## config.mk

```make
export PLATFORM = sky130hd
export DESIGN_NAME = corebus_request_arbiter
export DESIGN_NICKNAME = d
export VERILOG_FILES = /design/src/rtl/corebus_request_arbiter.sv
export SDC_FILE = /design/constraint.sdc
export NUM_CORES = 1
export LEC_CHECK = 0
export ABC_AREA = 1
export BUFFER_PORTS_ARGS = -buffer_cell sky130_fd_sc_hd__buf_2
export CAP_MARGIN = 0
export CORE_AREA = 8 8 391 393
export CTS_BUF_LIST = sky130_fd_sc_hd__clkbuf_2 sky130_fd_sc_hd__clkbuf_4 sky130_fd_sc_hd__clkbuf_8
export DETAILED_ROUTE_END_ITERATION = 10
export DIE_AREA = 0 0 399 401
export GPL_TIMING_DRIVEN = 0
export SETUP_SLACK_MARGIN = 0.5
export SLEW_MARGIN = 25
export SYNTH_ARGS = -nofsm -noshare
export SYNTH_HDL_FRONTEND = slang
export SYNTH_SLANG_ARGS = --single-unit
```

## constraint.sdc

```tcl
create_clock -name i_clk -period 3.45 [get_ports i_clk]
set_clock_uncertainty 0.2 [all_clocks]
set_input_delay 0.1725 -clock i_clk [delete_from_list [all_inputs] [get_ports i_clk]]
set_output_delay 0.1725 -clock i_clk [all_outputs]
set_load 0.01 [all_outputs]
```

## src/rtl/corebus_request_arbiter.sv

```systemverilog
// corebus_request_arbiter: round-robin N:1 corebus arbiter with write-data lock and ID-routed responses.
module corebus_request_arbiter #(
  parameter int MASTERS = 4,
  parameter int ID_W    = 8,
  parameter int ADDR_W  = 32,
  parameter int LEN_W   = 8,
  parameter int DATA_W  = 64,
  localparam int SEL_W  = (MASTERS > 1) ? $clog2(MASTERS) : 1
) (
  input  logic                     i_clk,
  input  logic                     i_rst,
  input  logic [MASTERS-1:0]       i_mcmd_valid,
  output logic [MASTERS-1:0]       o_scmd_accept,
  input  logic [2:0]               i_mcmd [MASTERS],
  input  logic [ID_W-1:0]          i_mid [MASTERS],
  input  logic [ADDR_W-1:0]        i_maddr [MASTERS],
  input  logic [LEN_W-1:0]         i_mlength [MASTERS],
  input  logic [MASTERS-1:0]       i_mdata_valid,
  output logic [MASTERS-1:0]       o_sdata_accept,
  input  logic [DATA_W-1:0]        i_mdata [MASTERS],
  input  logic [DATA_W/8-1:0]      i_mdata_byteen [MASTERS],
  input  logic [MASTERS-1:0]       i_mdata_last,
  output logic [MASTERS-1:0]       o_sresp_valid,
  input  logic [MASTERS-1:0]       i_mresp_accept,
  output logic [ID_W-1:0]          o_sid [MASTERS],
  output logic [MASTERS-1:0]       o_serror,
  output logic [DATA_W-1:0]        o_sdata [MASTERS],
  output logic [MASTERS-1:0]       o_sresp_last,
  output logic                     o_mcmd_valid,
  input  logic                     i_scmd_accept,
  output logic [2:0]               o_mcmd,
  output logic [ADDR_W-1:0]        o_maddr,
  output logic [LEN_W-1:0]         o_mlength,
  output logic [SEL_W+ID_W-1:0]    o_mid,
  output logic                     o_mdata_valid,
  input  logic                     i_sdata_accept,
  output logic [DATA_W-1:0]        o_mdata,
  output logic [DATA_W/8-1:0]      o_mdata_byteen,
  output logic                     o_mdata_last,
  input  logic                     i_sresp_valid,
  output logic                     o_mresp_accept,
  input  logic [SEL_W+ID_W-1:0]    i_sid,
  input  logic                     i_serror,
  input  logic [DATA_W-1:0]        i_sdata,
  input  logic                     i_sresp_last,
  output logic                     o_route_error
);
  logic [SEL_W-1:0] rr_q, rr_d, hold_idx_q, lock_idx_q, pick, cand, win, own, ridx;
  logic hold_q, hold_d, lock_q, lock_d, route_q, found;
  logic cmd_v, cmd_hs, own_v, last_hs, rok;
  always_comb begin
    pick = rr_q;
    found = 1'b0;
    cand = '0;
    for (int i = 0; i < MASTERS; i++) begin
      cand = SEL_W'((int'(rr_q) + i) % MASTERS);
      if (!found && i_mcmd_valid[cand]) begin
        pick = cand;
        found = 1'b1;
      end
    end
  end
  // A held grant overrides the round-robin search so the command stays stable until accepted.
  assign win     = hold_q ? hold_idx_q : pick;
  assign cmd_v   = i_mcmd_valid[win] && !lock_q;
  assign cmd_hs  = cmd_v && i_scmd_accept;
  assign own_v   = lock_q || (cmd_v && i_mcmd[win][0]);
  assign own     = lock_q ? lock_idx_q : win;
  assign last_hs = o_mdata_valid && i_sdata_accept && o_mdata_last;
  assign o_mcmd_valid   = cmd_v;
  assign o_mcmd         = i_mcmd[win];
  assign o_maddr        = i_maddr[win];
  assign o_mlength      = i_mlength[win];
  assign o_mid          = {win, i_mid[win]};
  assign o_mdata_valid  = own_v && i_mdata_valid[own];
  assign o_mdata        = i_mdata[own];
  assign o_mdata_byteen = i_mdata_byteen[own];
  assign o_mdata_last   = i_mdata_last[own];
  assign ridx           = i_sid[SEL_W+ID_W-1:ID_W];
  assign rok            = int'(ridx) < MASTERS;
  assign o_mresp_accept = rok ? i_mresp_accept[ridx] : 1'b1;
  assign o_route_error  = route_q;
  always_comb begin
    for (int k = 0; k < MASTERS; k++) begin
      o_scmd_accept[k]  = cmd_hs && win == SEL_W'(k);
      o_sdata_accept[k] = own_v && i_sdata_accept && own == SEL_W'(k);
      o_sresp_valid[k]  = i_sresp_valid && rok && ridx == SEL_W'(k);
      o_sid[k]          = i_sid[ID_W-1:0];
      o_serror[k]       = i_serror;
      o_sdata[k]        = i_sdata;
      o_sresp_last[k]   = i_sresp_last;
    end
  end
  assign hold_d = cmd_v && !i_scmd_accept;
  assign rr_d   = cmd_hs ? ((int'(win) == MASTERS - 1) ? '0 : win + 1'b1) : rr_q;
  assign lock_d = (lock_q || (cmd_hs && i_mcmd[win][0])) && !last_hs;
  always_ff @(posedge i_clk) begin
    rr_q       <= i_rst ? '0 : rr_d;
    hold_q     <= i_rst ? 1'b0 : hold_d;
    lock_q     <= i_rst ? 1'b0 : lock_d;
    route_q    <= i_rst ? 1'b0 : route_q || (i_sresp_valid && !rok);
    hold_idx_q <= win;
    lock_idx_q <= cmd_hs ? win : lock_idx_q;
  end
endmodule

```

==> results.yml, run 1 <==
critical_path:
  endpoint_kind: "primary output"
  ff2ff_path_depth: 23
  cp_cell_sequence: "buf_8 > clkinv_8 > nand2_4 > nand2_4 > nand2_2 > nand2_2 > nand2_1 > nand2_1 > nand2_1 > nand2_1 > nand2_2 > nand2_4 > nand3_4 > nand2_8 > inv_12 > nor2_8 > buf_12 > buf_4 > buf_12 > nand2_1 > nand4_1 > buf_2"
  path_max_fanout: 8
  arrival_ns: 3.10
  crit_type: "flip-flop to primary output"
  reg2reg_slack_ns: 0.42
  cp.required_ns: 3.08
  rr_endpoint: "rr_q[1]$_SDFFE_PP0P_"
  cp-start-kind: "flip-flop"
  cpMostUsedCell: "nand2_1"
  reg2reg_from: "rr_q[1]$_SDFFE_PP0P_"
  cpMaxStageDelayCell: "nand4_1"
  cpPeakStageDelay_ns: 0.35
logic_synthesis:
  yosys_warnings: 0
  syn_nets: 1667
  ys.flop_type: "dfxtp_1"
  async_flop_share_pct: 0
  synthesis.area_um2: 6790
  synth_seq_cells: 8
  syn_inst: 1074
  synthDistinctLibCells: 36
  yosysSeqAreaShare_pct: 2.65
  avgSynthCellArea_um2: 6.32
  synth_edf_count: 2
layout:
  areaGrowthSynthToFinish_pct: 152
  fillCellCount: 17119
  fin_util_pct: 11.7
  fin_nets: 2743
  final_cells: 4094
  seqCellArea_um2: 185
  multiInputGateArea_um2: 4460
  layout-drive-gt1-share_pct: 76.9
floorplan:
  die_area_um2: 160000
  io_pins: 1027
  start_util_pct: 4.63
  rows: 141
  fp.dieW_um: 399
  core_area_um2: 147000
  die_h_um: 401
timing:
  finalHoldViolCount: 0
  fmax_mhz: 288
  rsz0062_at_grt: "yes"
  fin_crit_sh_pct: 101
  maxSlewViolCount: 0
  layout_min_cycle_time_ns: 3.47
  worst_slack_ns: -0.0177
  setup_viol: 1
routing:
  wl_mm: 87.7
  first_pass_iters: 4
  drt-initial-drc-count: 699
  routed_via_density: 2.90
  via_count: 11893
  top_layer_used: "met5"
  dr_wl_met2_mm: 41.4
  drcViolationCount: 0
  wl_per_cell_um: 21.4
  wl_met1_mm: 34.3
  ant_nets: 0
  dr_wl_met3_mm: 8.59
hold_path:
  whs_endpoint: "lock_q$_SDFF_PP0_"
  hp-class: "primary input to flip-flop"
  whs_path_depth: 4
  hold_start: "i_sdata_accept"
grt:
  grt_pass1_wl_mm: 110
  grt_pass1_vias: 12447
  grt_util_all_layers_pct: 10.1
  grt_max_degree: 12
  grt_antenna_before_repair: 28
  grt_overflow_total: 0
run_status:
  violations: "setup timing"
  outcome: "finished with violations"
clock_network:
  cts-htree-levels: 1
  clkTransAtPathRegs_ns: 0.04
  clockRootBuffer: "clkbuf_8"
  clk_latency_ns: 0.24
  cts_tree: "yes"
  cts_buffers: 3
  clk_path_buf_depth: 2
  clock_sinks: 8
place:
  gp_congestion: 0.949
  dp.cells: 3956
  portBuffers: 951
  hpwl_mm: 75.9
job:
  drv_cap: 0
[sequential cells by signal, indices dropped and copies added (netlist names)]
| signal | flops |
|---|---|
| lock_q | 1 |
| hold_q | 1 |
| lock_idx_q | 2 |
| rr_q | 2 |
| hold_idx_q | 2 |
[worst max-delay path by stage]
stage	depth (start not counted)	slack, ns	to	start
detailed placement	17	-0.85	o_mdata[51]	rr_q[0]$_SDFFE_PP0P_
CTS	20	0.08	o_mdata_byteen[6]	rr_q[0]$_SDFFE_PP0P_
finish	22	-0.02	o_mdata[35]	rr_q[1]$_SDFFE_PP0P_
floorplan	19	1.0	o_scmd_accept[3]	rr_q[1]$_SDFFE_PP0P_
global placement	20	-0.83	o_mdata[51]	rr_q[1]$_SDFFE_PP0P_
global route	20	-0.15	o_mdata[59]	rr_q[0]$_SDFFE_PP0P_
[synthesized netlist by cell type, types with 2 or more instances]
library cell / count / area share (%)
nand2_4: 4 / 0.66
nand3b_1: 3 / 0.33
a22oi_1: 4 / 0.44
a22oi_2: 84 / 15
buf_6: 9 / 1.5
edfxtp_1: 2 / 0.88
nor2_2: 2 / 0.18
buf_2: 16 / 1.2
nor3_1: 8 / 0.59
buf_12: 4 / 1.2
nor2_1: 111 / 6.1
inv_4: 2 / 0.18
nand3_2: 2 / 0.29
ha_1: 4 / 0.74
o21ai_0: 102 / 7.5
nand3_1: 18 / 1.3
inv_2: 2 / 0.11
nand2_1: 236 / 13
nand2_2: 7 / 0.64
nor2_8: 2 / 0.59
nand4_1: 29 / 2.7
o22ai_1: 50 / 4.6
clkbuf_1: 25 / 1.4
clkbuf_4: 4 / 0.44
dfxtp_1: 6 / 1.8
buf_4: 301 / 33
inv_1: 28 / 1.5
[layout make-up]
class                           count  share of cell area [%]
Timing Repair Buffer             1071                    38.1
Multi-Input combinational cell    673                    26.0
Buffer                            360                    19.1
Tap cell                         1930                    14.1
Sequential cell                     8                    1.08
Inverter                           33                    1.04
Clock buffer                        4                   0.285
Antenna cell                       15                   0.219
[cell families after synthesis]
kind of cell | Yosys count | synth area share (%)
and+or+nand+nor | 424 | 26.7
buffers and inverters | 393 | 41.2
AOI/OAI and AO/OA | 244 | 28.6
DFF | 8 | 2.65
adders and majority gates | 4 | 0.737
other | 1 | 0.0552
[placed cells by master (no fill, tap or decap), types with 5 or more instances in the layout]
| cell type | netlist | routed |
|---|---|---|
| o22ai_1 | 50 | 40 |
| nand2_1 | 236 | 189 |
| inv_1 | 28 | 22 |
| o21ai_2 | 1 | 11 |
| clkbuf_8 | 0 | 8 |
| o21ai_0 | 102 | 54 |
| nor3_1 | 8 | 5 |
| buf_4 | 301 | 373 |
| diode_2 | 0 | 15 |
| a22oi_2 | 84 | 85 |
| nor2_4 | 1 | 14 |
| nand4_1 | 29 | 29 |
| buf_2 | 16 | 906 |
| nand2_8 | 0 | 6 |
| nand2_4 | 4 | 18 |
| clkbuf_4 | 4 | 12 |
| o22ai_2 | 0 | 10 |
| nand3_1 | 18 | 11 |
| inv_2 | 2 | 5 |
| buf_12 | 4 | 43 |
| nand3_2 | 2 | 5 |
| buf_6 | 9 | 47 |
| o21ai_1 | 0 | 31 |
| buf_8 | 1 | 15 |
| clkbuf_16 | 0 | 11 |
| nand2_2 | 7 | 34 |
| nor2_2 | 2 | 5 |
| buf_16 | 0 | 13 |
| nor2_1 | 111 | 95 |
| o21ai_4 | 1 | 8 |
[through the flow]
step                      hold WS, ns  area, µm²  setup WS (ns)  setup TNS, ns
after floorplan                0.0493       6790          0.999              0
after global placement          0.171      14000         -0.832         -29.41
after detailed placement        0.168      14000         -0.853         -31.74
after CTS                       0.116      16300         0.0789              0
after global routing            0.129      17100         -0.147          -2.37
final                           0.111      17100        -0.0177        -0.0177
[repair_timing]
item | CTS | global route
hold buffers | 2 | 0
buffers inserted | 81 | 23
gates resized for setup | 364 | 143
hold endpoints to repair | 1 | 0
setup endpoints to repair | 142 | 141
cloned | 10 | 3
pin swaps | 67 | 55
[critical path, delay by kind of cell (launching register included)]
kind,cells,cell delay (ns)
and+or+nand+nor,15,1.40
DFF,1,0.33
buffers and inverters,7,1.09
[per-layer routing]
layer | vias to the layer above | track usage [%]
li1 | 5507 | -
met1 | 5566 | 11.8
met2 | 697 | 17.2
met3 | 109 | 3.24
met4 | 14 | 3.29
met5 | - | 0
Power of run 1 is left out: the tool's default activity adds up to more than one toggle a clock period on the data nets, which glitch-free logic cannot reach.
==> inputs of run 2 (changes only) <==
--- a/config.mk
+++ b/config.mk
@@ -13,7 +13,7 @@
 export DETAILED_ROUTE_END_ITERATION = 10
 export DIE_AREA = 0 0 399 401
 export GPL_TIMING_DRIVEN = 0
-export SETUP_SLACK_MARGIN = 0.5
+export SETUP_SLACK_MARGIN = 0.3
 export SLEW_MARGIN = 25
 export SYNTH_ARGS = -nofsm -noshare
 export SYNTH_HDL_FRONTEND = slang
==> constraint.sdc (replaced) <==
create_clock -name i_clk -period 3.65 [get_ports i_clk]
set_clock_uncertainty 0.2 [all_clocks]
set_input_delay 0.1825 -clock i_clk [delete_from_list [all_inputs] [get_ports i_clk]]
set_output_delay 0.1825 -clock i_clk [all_outputs]
set_load 0.01 [all_outputs]
==> run 2 against run 1 <==
  * The run now ends clean
  * Sequential share of layout area rose by 0.10 points
  * Cell count decreased by 1.2%
  * Critical path depth decreased by 1
  * Global-route usage fell by 0.38 points
  * Worst setup slack better by 0.24 ns
  * Via count down 2.0%
==> results.yml, run 2 (synthesis gave the netlist of run 1 again) <==
grt:
  grt_antenna_before_repair: 29
  grt_max_degree: 15
  grt_util_all_layers_pct: 9.68
  grt_pass1_wl_mm: 105
  grt_pass1_vias: 12014
  grt_overflow_total: 0
hold_path:
  whs_path_depth: 4
  hold_start: "i_rst"
  hp-class: "primary input to flip-flop"
run_status:
  outcome: "completed"
routing:
  routed_via_density: 2.88
  wl_mm: 84.7
  drcViolationCount: 0
  drt-initial-drc-count: 661
  first_pass_iters: 6
  ant_nets: 0
  via_count: 11656
  wl_per_cell_um: 21.0
place:
  gp_congestion: 0.949
  hpwl_mm: 75.9
  placed_area_um2: 14000
  portBuffers: 951
layout:
  mostFrequentLayoutCells: "buf_2, buf_4, nand2_1"
  final_cell_area_um2: 15700
  top_regs: "hold_idx_q (2), lock_idx_q (2), rr_q (2)"
  areaGrowthSynthToFinish_pct: 131
  layout-drive-gt1-share_pct: 73.7
  layout_commonest_cell: "buf_2"
  fin_nets: 2694
  fillCellCount: 17234
  fin_util_pct: 10.7
critical_path:
  cp.depth: 21
  cpMaxStageDelayCell: "dfxtp_4"
  cpMostUsedCell: "nand2_2"
  arrival_ns: 3.05
  cpPeakStageDelay_ns: 0.37
  ff2ff_path_depth: 24
  crit_type: "flip-flop to primary output"
  reg2reg_from: "rr_q[1]$_SDFFE_PP0P_"
  path_max_fanout: 8
  crit_path_start: "rr_q[0]$_SDFFE_PP0P_"
  cp-start-kind: "flip-flop"
  endpoint_kind: "primary output"
  cp_cell_sequence: "buf_8 > nand2_1 > nand2_1 > nand2_2 > nand2_4 > nand2_4 > nor2_4 > nand2_2 > nand2_2 > inv_4 > nand2_4 > nand2_8 > o21ai_4 > buf_12 > nor2_4 > buf_12 > buf_16 > buf_12 > nand2_2 > nand4_1 > buf_2"
  crit_family: "simple AND/OR/NAND/NOR gates"
  cp.required_ns: 3.27
  cp.buffers_inverters: 7
clock_network:
  cts-htree-levels: 1
  clock_sinks: 8
  clockRootBuffer: "clkbuf_8"
  clk_latency_ns: 0.23
  cts_tree: "yes"
  cts_buffers: 3
  clkTransAtPathRegs_ns: 0.04
  clk_path_buf_depth: 2
timing:
  finalHoldViolCount: 0
  layout_min_cycle_time_ns: 3.43
  fin_crit_sh_pct: 93.9
  fmax_mhz: 292
  setup_viol: 0
  rsz0062_at_grt: "yes"
  maxSlewViolCount: 0
floorplan:
  die_area_um2: 160000
  fp.dieW_um: 399
  start_util_pct: 4.63
  io_pins: 1027
  rows: 141
  core_area_um2: 147000
  die_h_um: 401
job:
  drv_cap: 0
run 2: cell count changes in the layout (fill, tap and decap cells not counted), sizes merged:
| cell | delta |
|---|---|
| buf | -50 |
| bufbuf | -1 |
| clkbuf | +2 |
| clkinv | +1 |
| diode | -2 |
| inv | -1 |
run 2: area by class of cell:
type / instances / area (µm²) / area share (%)
well taps: 1930 / 2410 / 15.4
clock buffers: 4 / 48.8 / 0.311
flip-flops and latches: 8 / 185 / 1.18
inverters: 33 / 179 / 1.14
multi-input cells: 673 / 4110 / 26.2
plain buffers: 359 / 2960 / 18.9
repair buffers: 1023 / 5730 / 36.6
diodes: 13 / 32.5 / 0.208
run 2: routing by layer:
layer  GRT usage, %  share of wire [%]  vias up
met1           11.3                 40     5438
met4           3.35                4.0       16
met2           16.4                 46      694
met5              0               0.12        -
li1               -                  -     5393
met3           3.38                9.5      115
run 2: repair_timing:
item                                   in CTS  in global routing
endpoints found under the hold margin       1                  0
hold buffers                                2                  0
pin swaps                                  21                 54
setup endpoints to repair                 137                120
gates resized for setup                   110                166
cloned                                      1                  2
buffers inserted                           38                 28
run 2: path summary, 6_finish.rpt:
kind                                        endpoint  slack, ns
worst max-delay path                     o_mdata[35]       0.22
worst min-delay path               lock_q$_SDFF_PP0_       0.03
worst min register to register  rr_q[1]$_SDFFE_PP0P_       0.48
worst max register to register  rr_q[1]$_SDFFE_PP0P_       0.74
run 2: worst reg2reg max path: stages (launching register included):
cell and delay (ns):
dfxtp_2 0.32, buf_8 0.14, inv_8 0.07, nand2_2 0.07, nand2_4 0.09, nand2_2 0.06, nand2_2 0.08, nand2_1 0.08
nand2_1 0.07, nand2_1 0.06, nand2_2 0.06, nand2_2 0.06, nand2_4 0.07, buf_4 0.13, buf_12 0.11, nand2_8 0.11
nand2_1 0.10, nand3_1 0.08, nand2_2 0.11, nand2_2 0.08, nor2_4 0.20, clkinvlp_4 0.15, buf_12 0.15, nor2_1 0.10
nor2_1 0.05
run 2: per-stage QoR:
| step | hold slack [ns] | TNS, ns | cells | setup slack, ns |
|---|---|---|---|---|
| detailed placement | 0.178 | -14.58 | 3956 | -0.663 |
| finish | 0.0328 | 0 | 4043 | 0.221 |
| floorplan | 0.0593 | 0 | 1074 | 1.19 |
| CTS | 0.0327 | 0 | 4000 | 0.208 |
| global placement | 0.181 | -13.16 | 3955 | -0.642 |
| global route | 0.0551 | 0 | 4036 | 0.0654 |
Power of run 2 is left out for the same reason.
==> inputs of run 3 (changes only) <==
--- a/config.mk
+++ b/config.mk
@@ -5,13 +5,12 @@
 export SDC_FILE = /design/constraint.sdc
 export NUM_CORES = 1
 export LEC_CHECK = 0
-export ABC_AREA = 1
 export BUFFER_PORTS_ARGS = -buffer_cell sky130_fd_sc_hd__buf_2
 export CAP_MARGIN = 0
-export CORE_AREA = 8 8 391 393
+export CORE_AREA = 8 8 393 395
 export CTS_BUF_LIST = sky130_fd_sc_hd__clkbuf_2 sky130_fd_sc_hd__clkbuf_4 sky130_fd_sc_hd__clkbuf_8
 export DETAILED_ROUTE_END_ITERATION = 10
-export DIE_AREA = 0 0 399 401
+export DIE_AREA = 0 0 401 403
 export GPL_TIMING_DRIVEN = 0
 export SETUP_SLACK_MARGIN = 0.3
 export SLEW_MARGIN = 25
==> run 3 against run 2 <==
  * Via count down 8.3%
  * Register-to-register slack better by 0.13 ns
  * Maximum frequency up 5.2%
  * Synthesized cell count down 10%
  * Critical endpoint is now o_mlength[5]
  * Largest cell class unchanged
==> results.yml, run 3 <==
floorplan:
  core_area_um2: 149000
  die_h_um: 403
  io_pins: 1027
  fp.dieW_um: 401
  die_area_um2: 162000
  rows: 142
  start_util_pct: 4.63
timing:
  fin_crit_sh_pct: 89.3
  worst_slack_ns: 0.390
  tightestPinTransition_ns: 0.754
  setup_viol: 0
  finalHoldViolCount: 0
  fmax_mhz: 307
  layout_min_cycle_time_ns: 3.26
  finalHoldWorstSlack_ns: 0.0353
  maxSlewViolCount: 0
  slew_headroom_pct: 49.6
  rsz0062_at_grt: "no"
routing:
  first_pass_iters: 5
  dr_wl_met2_mm: 39.5
  wl_mm: 79.4
  ant_nets: 0
  drt-initial-drc-count: 715
  drcViolationCount: 0
  wl_met1_mm: 31.5
  wl_per_cell_um: 20.4
  via_count: 10686
  dr_wl_met3_mm: 5.43
  routed_via_density: 2.75
  top_layer_used: "met5"
critical_path:
  ff2ff_path_depth: 8
  crit_type: "primary input to primary output"
  rr_endpoint: "hold_q$_SDFF_PP0_"
  endpoint_kind: "primary output"
  reg2reg_from: "rr_q[1]$_SDFFE_PP0P_"
  path_max_fanout: 10
  cp.required_ns: 3.27
  reg2reg_slack_ns: 0.87
  cp-start-kind: "primary input"
  crit_path_end: "o_mlength[5]"
  arrival_ns: 2.88
  crit_path_start: "i_mcmd_valid[2]"
hold_path:
  hp-class: "primary input to flip-flop"
  whs_path_depth: 2
  hold_start: "i_rst"
logic_synthesis:
  syn_inst: 967
  syn_nets: 1560
  avgSynthCellArea_um2: 7.11
  yosys.area.top_type: "buf_4"
  synth_seq_cells: 8
  yosys-top-cells-area: "buf_4, mux2i_1, nand2_1"
  yosys_warnings: 0
  synth_common_cells: "buf_4, mux2i_1, nand2_1"
  synthesis.area_um2: 6870
  async_flop_share_pct: 0
  synthDistinctLibCells: 43
  synth.top_cell.area_share_pct: 32.9
  yosysMostFrequentCell: "buf_4"
  synth_edf_count: 2
  yosysSeqAreaShare_pct: 2.62
  ys.flop_type: "dfxtp_1"
job:
  drv_cap: 0
power:
  ir_drop_mv: 0.217
  total_power_w: 0.00526
  p_leak_nw: 7.78
  powerDensity_nw_per_um2: 363
layout:
  fin_nets: 2527
  multiInputGateArea_um2: 4280
  mostFrequentLayoutCells: "buf_2, buf_4, nand2_1"
  layout_commonest_cell: "buf_2"
  seqCellArea_um2: 183
  layout-drive-gt1-share_pct: 68.9
  fillCellCount: 17471
  top_regs: "hold_idx_q (2), lock_idx_q (2), rr_q (2)"
  areaGrowthSynthToFinish_pct: 111
clock_network:
  cts_tree: "yes"
  clockRootBuffer: "clkbuf_8"
  clkTransAtPathRegs_ns: 0.05
  cts_buffers: 3
  clk_path_buf_depth: 2
  clk_latency_ns: 0.26
  clock_sinks: 8
  cts-htree-levels: 1
grt:
  grt_pass1_wl_mm: 100
  grt_antenna_before_repair: 31
  grt_util_all_layers_pct: 9.00
  grt_pass1_vias: 10897
  grt_overflow_total: 0
  grt_max_degree: 15
place:
  hpwl_mm: 74.5
  gp_congestion: 0.934
  portBuffers: 951
  dp_slack_ns: -1.23
run_status:
  outcome: "completed"
[run 3: critical path: stages]
cell     delay (ns)
buf_2          0.17
or4b_1         0.54
a21oi_2        0.24
o31ai_4        0.12
buf_4          0.19
inv_1          0.10
buf_4          0.24
buf_4          0.26
nand2_1        0.09
and3_1         0.18
a31oi_2        0.33
buf_2          0.22
[run 3: metrics by stage]
step,instance area [µm²],cells,setup TNS (ns),util (%)
after floorplan,6870,967,0,-
after global placement,14100,3862,-73.91,9.47
after detailed placement,14100,3863,-50.74,9.48
after CTS,14400,3876,0,9.72
after global routing,14500,3881,0,9.75
final,14500,3886,0,9.76
[run 3: layer usage]
| layer | track usage [%] | vias to the layer above |
|---|---|---|
| li1 | - | 4953 |
| met1 | 10.4 | 4950 |
| met2 | 16.2 | 666 |
| met3 | 2.43 | 115 |
| met4 | 2.59 | 2 |
| met5 | 0 | - |
[run 3: timing repair]
item | in CTS | in global routing
setup endpoints to repair | 138 | 62
pin swaps | 2 | 0
gates cloned | 0 | 0
hold buffers | 3 | 0
setup buffers | 7 | 0
resized for setup | 64 | 17
hold endpoints to repair | 2 | 0
[run 3: layout make-up]
| cell class | instances | area share, % |
|---|---|---|
| inverters | 4 | 0.112 |
| repair buffers | 962 | 33.6 |
| clock buffers | 3 | 0.285 |
| diodes | 10 | 0.173 |
| multi-input cells | 599 | 29.5 |
| flip-flops and latches | 8 | 1.26 |
| well taps | 1944 | 16.8 |
| plain buffers | 356 | 18.3 |
[run 3: worst min path at each step]
stage                                 endpoint  slack (ns)
after floorplan              hold_q$_SDFF_PP0_        0.06
after global placement       hold_q$_SDFF_PP0_        0.23
after detailed placement     hold_q$_SDFF_PP0_        0.23
after CTS                 rr_q[0]$_SDFFE_PP0P_        0.03
after global routing      rr_q[0]$_SDFFE_PP0P_        0.05
final                     rr_q[0]$_SDFFE_PP0P_        0.04
[run 3: cell families (layout without fill, tap and decap cells)]
family                     Yosys count  in the layout  synth area share, %
AOI/OAI and AO/OA                   74             74                 7.63
adders and majority gates            4              4                0.728
buffers and inverters              360           1325                 36.6
DFF                                  8              8                 2.62
muxes                              223            223                 33.2
other                                1             11               0.0546
and+or+nand+nor                    297            297                 19.1
[run 3: power by group]
part / internal (W) / switching, W
clock network: 0.0000730 / 0.0000639
logic: 0.00190 / 0.00309
registers: 0.000111 / 0.0000183
No activity file was read; power rests on OpenSTA's default activity.
